## src/rtl/id_stage_pipe.sv

```systemverilog
// id_stage_pipe: register file, load-use interlock with multi-cycle load shadow, WB bypass and ID/EX register.
module id_stage_pipe #(
    parameter int XLEN      = 32,
    parameter int NREG      = 32,
    parameter int CTRLW     = 12,
    parameter int LOAD_LAT  = 1,
    parameter int BYPASS_WB = 1,
    parameter int CNTW      = 16,
    localparam int AW       = $clog2(NREG)
) (
    input  logic             clk,
    input  logic             rstb,
    input  logic             id_valid,
    input  logic [XLEN-1:0]  id_pc,
    input  logic [XLEN-1:0]  id_imm,
    input  logic [AW-1:0]    id_rs1,
    input  logic [AW-1:0]    id_rs2,
    input  logic [AW-1:0]    id_rd,
    input  logic             id_rs1_used,
    input  logic             id_rs2_used,
    input  logic             id_regwrite,
    input  logic             id_memread,
    input  logic [CTRLW-1:0] id_ctrl,
    input  logic             ex_ready,
    input  logic             ex_flush,
    input  logic             wb_we,
    input  logic [AW-1:0]    wb_rd,
    input  logic [XLEN-1:0]  wb_data,
    output logic             id_stall,
    output logic             idex_valid,
    output logic             idex_regwrite,
    output logic             idex_memread,
    output logic [XLEN-1:0]  idex_pc,
    output logic [XLEN-1:0]  idex_imm,
    output logic [XLEN-1:0]  idex_rs1data,
    output logic [XLEN-1:0]  idex_rs2data,
    output logic [AW-1:0]    idex_rs1,
    output logic [AW-1:0]    idex_rs2,
    output logic [AW-1:0]    idex_rd,
    output logic [CTRLW-1:0] idex_ctrl,
    output logic [CNTW-1:0]  stall_cnt
);
    localparam int SH = LOAD_LAT > 1 ? LOAD_LAT - 1 : 1;

    logic [XLEN-1:0]  rf_q [NREG];
    logic [XLEN-1:0]  rf_d [NREG];
    logic [SH-1:0]    sh_v_q, sh_v_d;
    logic [AW-1:0]    sh_rd_q [SH];
    logic [AW-1:0]    sh_rd_d [SH];
    logic             idex_valid_q, idex_valid_d, idex_regwrite_q, idex_regwrite_d;
    logic             idex_memread_q, idex_memread_d;
    logic [XLEN-1:0]  idex_pc_q, idex_pc_d, idex_imm_q, idex_imm_d;
    logic [XLEN-1:0]  idex_rs1data_q, idex_rs1data_d, idex_rs2data_q, idex_rs2data_d;
    logic [AW-1:0]    idex_rs1_q, idex_rs1_d, idex_rs2_q, idex_rs2_d, idex_rd_q, idex_rd_d;
    logic [CTRLW-1:0] idex_ctrl_q, idex_ctrl_d;
    logic [CNTW-1:0]  stall_cnt_q, stall_cnt_d;
    logic [XLEN-1:0]  rs1_data, rs2_data;
    logic             hit1, hit2, hazard, bubble;

    assign rs1_data = (id_rs1 == '0) ? '0 :
                      (BYPASS_WB != 0 && wb_we && wb_rd == id_rs1) ? wb_data : rf_q[id_rs1];
    assign rs2_data = (id_rs2 == '0) ? '0 :
                      (BYPASS_WB != 0 && wb_we && wb_rd == id_rs2) ? wb_data : rf_q[id_rs2];

    // a load is pending while it sits in ID/EX or in any of the LOAD_LAT-1 shadow slots behind it
    always_comb begin
        hit1 = idex_valid_q && idex_memread_q && idex_rd_q == id_rs1;
        hit2 = idex_valid_q && idex_memread_q && idex_rd_q == id_rs2;
        for (int k = 0; k < LOAD_LAT - 1; k++) begin
            hit1 = hit1 || (sh_v_q[k] && sh_rd_q[k] == id_rs1);
            hit2 = hit2 || (sh_v_q[k] && sh_rd_q[k] == id_rs2);
        end
    end

    assign hazard   = id_valid && ((id_rs1_used && id_rs1 != '0 && hit1) ||
                                   (id_rs2_used && id_rs2 != '0 && hit2));
    assign bubble   = ex_flush || hazard;
    assign id_stall = !rstb && (!ex_ready || (!ex_flush && hazard));

    always_comb begin
        rf_d = rf_q;
        if (wb_we && wb_rd != '0) rf_d[wb_rd] = wb_data;
        sh_v_d          = sh_v_q;
        sh_rd_d         = sh_rd_q;
        idex_valid_d    = idex_valid_q;
        idex_regwrite_d = idex_regwrite_q;
        idex_memread_d  = idex_memread_q;
        idex_ctrl_d     = idex_ctrl_q;
        idex_pc_d       = idex_pc_q;
        idex_imm_d      = idex_imm_q;
        idex_rs1data_d  = idex_rs1data_q;
        idex_rs2data_d  = idex_rs2data_q;
        idex_rs1_d      = idex_rs1_q;
        idex_rs2_d      = idex_rs2_q;
        idex_rd_d       = idex_rd_q;
        stall_cnt_d     = stall_cnt_q;
        if (ex_ready) begin
            if (LOAD_LAT > 1) begin
                sh_v_d[0]  = idex_valid_q && idex_memread_q && idex_rd_q != '0;
                sh_rd_d[0] = idex_rd_q;
                for (int k = 1; k < SH; k++) begin
                    sh_v_d[k]  = sh_v_q[k-1];
                    sh_rd_d[k] = sh_rd_q[k-1];
                end
            end
            idex_valid_d    = bubble ? 1'b0 : id_valid;
            idex_regwrite_d = bubble ? 1'b0 : id_regwrite;
            idex_memread_d  = bubble ? 1'b0 : id_memread;
            idex_ctrl_d     = bubble ? '0 : id_ctrl;
            idex_pc_d       = id_pc;
            idex_imm_d      = id_imm;
            idex_rs1data_d  = rs1_data;
            idex_rs2data_d  = rs2_data;
            idex_rs1_d      = id_rs1;
            idex_rs2_d      = id_rs2;
            idex_rd_d       = id_rd;
            stall_cnt_d     = (!ex_flush && hazard && !(&stall_cnt_q)) ? stall_cnt_q + 1'b1 : stall_cnt_q;
        end
    end

    always_ff @(posedge clk or posedge rstb) begin
        if (rstb) begin
            rf_q            <= '{default: '0};
            sh_v_q          <= '0;
            sh_rd_q         <= '{default: '0};
            idex_valid_q    <= 1'b0;
            idex_regwrite_q <= 1'b0;
            idex_memread_q  <= 1'b0;
            idex_ctrl_q     <= '0;
            idex_pc_q       <= '0;
            idex_imm_q      <= '0;
            idex_rs1data_q  <= '0;
            idex_rs2data_q  <= '0;
            idex_rs1_q      <= '0;
            idex_rs2_q      <= '0;
            idex_rd_q       <= '0;
            stall_cnt_q     <= '0;
        end else begin
            rf_q            <= rf_d;
            sh_v_q          <= sh_v_d;
            sh_rd_q         <= sh_rd_d;
            idex_valid_q    <= idex_valid_d;
            idex_regwrite_q <= idex_regwrite_d;
            idex_memread_q  <= idex_memread_d;
            idex_ctrl_q     <= idex_ctrl_d;
            idex_pc_q       <= idex_pc_d;
            idex_imm_q      <= idex_imm_d;
            idex_rs1data_q  <= idex_rs1data_d;
            idex_rs2data_q  <= idex_rs2data_d;
            idex_rs1_q      <= idex_rs1_d;
            idex_rs2_q      <= idex_rs2_d;
            idex_rd_q       <= idex_rd_d;
            stall_cnt_q     <= stall_cnt_d;
        end
    end

    assign idex_valid    = idex_valid_q;
    assign idex_regwrite = idex_regwrite_q;
    assign idex_memread  = idex_memread_q;
    assign idex_ctrl     = idex_ctrl_q;
    assign idex_pc       = idex_pc_q;
    assign idex_imm      = idex_imm_q;
    assign idex_rs1data  = idex_rs1data_q;
    assign idex_rs2data  = idex_rs2data_q;
    assign idex_rs1      = idex_rs1_q;
    assign idex_rs2      = idex_rs2_q;
    assign idex_rd       = idex_rd_q;
    assign stall_cnt     = stall_cnt_q;
endmodule

```

## config.mk

```make
export PLATFORM = sky130hd
export DESIGN_NAME = id_stage_pipe
export DESIGN_NICKNAME = d
export VERILOG_FILES = /design/src/rtl/id_stage_pipe.sv
export SDC_FILE = /design/constraint.sdc
export NUM_CORES = 2
export LEC_CHECK = 0
export CORE_MARGIN = 10
export CORE_UTILIZATION = 45
export CTS_CLUSTER_DIAMETER = 30
export DETAILED_ROUTE_END_ITERATION = 8
export GPL_TIMING_DRIVEN = 0
export PLACE_DENSITY = 0.6
export SLEW_MARGIN = 40
export SYNTH_ARGS = -nofsm -noshare
export SYNTH_HDL_FRONTEND = slang
export SYNTH_SLANG_ARGS = --single-unit
```

## constraint.sdc

```tcl
create_clock -name clk -period 97 [get_ports clk]
set_input_delay 19.4 -clock clk [delete_from_list [all_inputs] [get_ports clk]]
set_output_delay 19.4 -clock clk [all_outputs]
set_load 0.05 [all_outputs]
```

# Word-level counts from Yosys, hierarchy flattened
# Cells that the tools add are included.
[op_classes]
n_addsub = 1
n_lt_le_gt_ge = 4
n_mux = 17
bitwise_logic = 3
n_eq_ne = 4
reduce_logical = 29
[op_table]
columns = ["cell", "n"]
rows = [
  ["bitwise mux 1024 bit", 1],
  ["binary-select mux 32 bit (select 5 bit)", 2],
  ["two-way mux 32 bit", 9],
  ["demux 32 bit (select 5 bit)", 1],
  ["== test 5 bit", 4],
  [">= comparator 6 bit (second input constant)", 3],
  ["NOT 5 -> 6 bit", 3],
  ["adder 16 x 1 -> 16 bit (second input constant)", 1],
  ["AND reduction 16 bit", 1],
  ["logical AND 1 bit", 15],
  ["nonzero test 5 bit", 3],
  ["two-way mux 12 bit", 1],
  ["zero test 5 bit", 2],
  ["less-than comparator 6 x 1 -> 1 bit (second input constant)", 1],
  ["zero test 1 bit", 4],
  ["logical OR 1 bit", 3],
  ["two-way mux 1 bit", 3],
  ["AND reduction 2 bit", 1],
]
[totals]
word_cells = 102
input_bits = 138
register_bits = 1198

# Longest topological paths before layout
[logic_depth]
depth_word = 8
depth_mapped = 10
depth_no_buf = 7

# Worst setup path before layout
# No wires, ideal clock.
[synth_timing]
kind = "input -> output"
startpoint = "in id_rs2[4]"
endpoint = "out id_stall"
path_slack_ns = 56.420
t_arrival_ns = 21.180
stages = 8
path_cell_list = "buf_2 xnor2_1 nand4_1 o22ai_2 nand4_4 buf_6 o21a_1 nor2_1"
[synth_via]
elab_chain_cells = 8
elab_cells_between_ends = 10
classes_between = "1 x eq/ne; 9 x reduce/logical"
[synth_rtl]
columns = ["item", "line_no", "text"]
rows = [
  ["start, declared", "17", "input logic [AW-1:0] id_rs2,"],
  ["== test 5 bit / nonzero test 5 bit (equally long branches)", "68, 76", ""],
  ["logical AND 1 bit, on equally long branches", "68, 76", ""],
  ["logical AND 1 bit (*)", "76", "(id_rs2_used && id_rs2 != '0 && hit2));"],
  ["logical OR 1 bit (*)", "75", "assign hazard = id_valid && ((id_rs1_used && id_rs1 != '0 && hit1) ||"],
  ["logical AND 1 bit (*)", "75", ""],
  ["logical AND 1 bit (*)", "78", "assign id_stall = !rstb && (!ex_ready || (!ex_flush && hazard));"],
  ["logical OR 1 bit (*)", "78", ""],
  ["logical AND 1 bit (*)", "78", ""],
  ["end, declared", "29", "output logic id_stall,"],
]
# Every way passes the cells marked *; elsewhere a longest branch is shown, timed or not.

# Worst setup path after layout
[layout_timing]
startpoint = "in id_rs1[3]"
endpoint = "out id_stall"
[layout_via]
elab_chain_cells = 8
elab_cells_between_ends = 10
classes_between = "1 x eq/ne; 9 x reduce/logical"
[layout_rtl]
columns = ["item", "line_no", "text"]
rows = [
  ["start, declared", "16", "input logic [AW-1:0] id_rs1,"],
  ["== test 5 bit / nonzero test 5 bit (equally long branches)", "67, 75", ""],
  ["logical AND 1 bit, on equally long branches", "67, 75", ""],
  ["logical AND 1 bit (*)", "75", ""],
  ["logical OR 1 bit (*)", "75", ""],
  ["logical AND 1 bit (*)", "75", ""],
  ["logical AND 1 bit (*)", "78", ""],
  ["logical OR 1 bit (*)", "78", ""],
  ["logical AND 1 bit (*)", "78", ""],
]
# Marks and branches as above.

==> metrics <==
status=finished, final reports clean; sequential share of the synthesized area=48.1%; antenna-violating nets left=0; Post-synth ARST share=between 90% and 100%; most frequent cells in the layout=1198 x dfrtp_1, 1087 x mux2_2, 633 x mux2i_1, 330 x clkbuf_16, 304 x clkdlybuf4s50_1; cts hold-fix bufs=0; register area=30000 µm²; Achievable Freq=23.5 MHz; CTS root buf=clkbuf_16; Yosys cell types=66; post-DR vias/cell=6.69; crit path from=id_rs1[3]; cell total after placement=6788; Tcrit/Tclk final=43.8%; M2 GR Usage=51.8%; Post-Layout Cell Count=7368; via count=49300; HP Start=rf_q[1012]$_DFFE_PP0P_; # Max-Cap Violations=0; maximum vdd drop=0.0192 mV; critical path peak fanout=10; multi-input logic area=30000 µm²; CP cell instances=clkdlybuf4s50_1 > buf_4 > xnor2_1 > nand4_1 > o22ai_2 > nand4_4 > buf_6 > o21a_1 > nor2_1 > clkdlybuf4s50_1; crit path launch type=input pin; Yosys warnings=0; Worst Reg-to-Reg Cells=6; TritonCTS Sinks=roughly 1200; Synth Instances=4662; Slew @ Worst Pin=1.12 ns; number of global-route vias before repair=48600; Critical Path End=id_stall; synth top area cells=dfrtp_1 48%, mux2_2 20%, mux2i_1 10%, mux4_2 7.8%, o22ai_1 1.8%; most used routing layer=met2; Nets=5461; Area growth, synth to finish=27.8%; post-synthesis net count=4801; Clock Skew=~0.077 ns; pins over their slew limit=0; ratio of cells with drive above 1 in the final layout=40.1%; setup TNS=0 ns; arrival time of the worst setup path=approximately 23 ns; grt ovf=0; number of flops mapped to enable cells by yosys=0; Synth area leader=dfrtp_1; Initial Util=45.3%; Post-CTS Setup Inserts=0; Die W=392 µm; RSZ-0062 raised after global routing=false; CTS tree=yes; clock buffer count from CTS=~330; #FFs+latches synth=1198; Final min period=42.49 ns; slowest CP cell=clkdlybuf4s50_1; Tot GR Track Use=37.2%; Rel. slew slack=24.6%; Boundary Pins=313; final wirelength=293000 µm; DRT iter0 DRCs=~7000; Synth Flop Type=dfrtp_1; die area=154000 µm²; hold crit path type=flop to flop; largest net degree at the start of global routing=80; commonest non-fill, non-tap cell in the layout=dfrtp_1; clk slew on worst S/H paths=about 0.040 ns; CTS Buffer Depth=4; worst r2r src=rf_q[397]$_DFFE_PP0P_; number of port buffers=304; CP max stage delay=0.91 ns; GR Util met3=16.7%; total power=roughly 0.0021 W; post-detail-place hpwl=206000 µm; PostCTS Resize Cnt=0; Worst-Skew Late Latency=0.92 ns; Crit path top cell by count=clkdlybuf4s50_1; standard-cell rows=136; residual DRC count=0; Fin. Hold Viols=0; CP endpoint kind=output pin; CP Class=input pin to output pin; Pre-Repair DR Iteration Count=6; Final Util=57.9%; Core Area=137000 µm²; Pleak=about 36 nW; r2r setup slk=94.19 ns; routing usage on met1=47.3%; Placer Congestion=roughly 1.0; post-synth top area share=48.1%; Mean Syn Cell Area=13.4 µm²; critical path required time=77.60 ns; pwr/cell area=26.5 nW/µm²; final setup fails=0; DR WL/cell=39.7 µm; Die H=392 µm; antenna violations before repair=23; Fillers=11200; first-pass GRT wire length=between 300000 and 400000 µm; R2R Path End=idex_rs1data[13]$_DFFE_PP0P_; H-tree Lvls=5; Post-Syn Area=62300 µm²
==> flip-flops by register name, indices dropped and copies added, names as in the netlist <==
name and flops:
rf_q 1024, idex_imm 32, idex_pc 32, idex_rs1data 32
idex_rs2data 32, stall_cnt 16, idex_ctrl 12, idex_rd 5
idex_rs1 5, idex_rs2 5, idex_memread 1, idex_regwrite 1
idex_valid 1
==> worst min path at each step <==
stage                                  end  slack, ns  cells after the start
floorplan           rf_q[1000]$_DFFE_PP0P_       0.44                      1
global placement    rf_q[1010]$_DFFE_PP0P_       0.45                      1
detailed placement  rf_q[1012]$_DFFE_PP0P_       0.47                      1
CTS                 rf_q[1013]$_DFFE_PP0P_       0.48                      1
global route        rf_q[1004]$_DFFE_PP0P_       0.49                      1
finish              rf_q[1012]$_DFFE_PP0P_       0.47                      1
==> critical path, delay by kind of cell <==
family / cells / cell delay, ns
XOR/XNOR: 1 / 0.16
buffers and inverters: 4 / 2.35
AO/OA/AOI/OAI: 2 / 0.69
AND/OR/NAND/NOR: 3 / 0.45
==> synth_stat cells (17+ instances only) <==
master       n
nor3_1      39
or3_1       31
a211oi_1    33
xor2_1      20
nand2_1     79
dfrtp_1   1198
mux4_2     217
nand2b_1    31
nor2b_1     27
nand3_1     21
o221ai_1    19
nor2_1     128
buf_4       67
mux2_2    1087
o21ai_0    139
o22ai_1    184
a21oi_1     47
buf_1       38
buf_6       25
o221a_2     17
nor4_1      48
buf_2      125
clkbuf_1   221
mux2i_1    633
==> metrics by stage <==
step / hold WS (ns) / instance area (µm²) / setup WS, ns
after floorplan: 0.441 / 62300 / 43.85
after global placement: 0.452 / 67600 / 28.03
after detailed placement: 0.467 / 68400 / 54.61
after CTS: 0.475 / 79500 / 54.61
after global routing: 0.492 / 79600 / 54.37
final: 0.470 / 79600 / 54.51
==> cell type report <==
class	count	share of cell area, %
tap	1794	2.82
sequential	1198	37.7
antenna	13	0.0409
clock buffer	421	11.4
clock inverter	145	2.46
multi-input combinational	2979	37.7
buffer	478	3.15
timing repair buffer	333	4.71
inverter	7	0.0424
==> power breakdown <==
| part | internal (W) | leakage [nW] | total, W | switching (W) |
|---|---|---|---|---|
| sequential | 0.000592 | 15.3 | 0.000665 | 0.0000736 |
| clock | 0.000767 | 5.41 | 0.00109 | 0.000326 |
| combinational | 0.000162 | 14.9 | 0.000353 | 0.000191 |
| total | 0.00152 | 35.6 | 0.00211 | 0.000590 |
==> cell families after synthesis <==
family	Yosys count	synth area share (%)
flops	1198	48.1
compound gates	538	5.68
buf+inv	485	3.88
fa+ha+maj	1	0.0201
mux	1947	37.9
xor+xnor	33	0.464
simple gates	460	3.95
==> metal layers <==
layer / wire [µm] / vias up
met4: 20600 / 6
li1: - / 19000
met5: 39 / -
met2: 120000 / 3755
met3: 41200 / 1030
met1: 111000 / 25600
(Power assumes the default switching activity.)
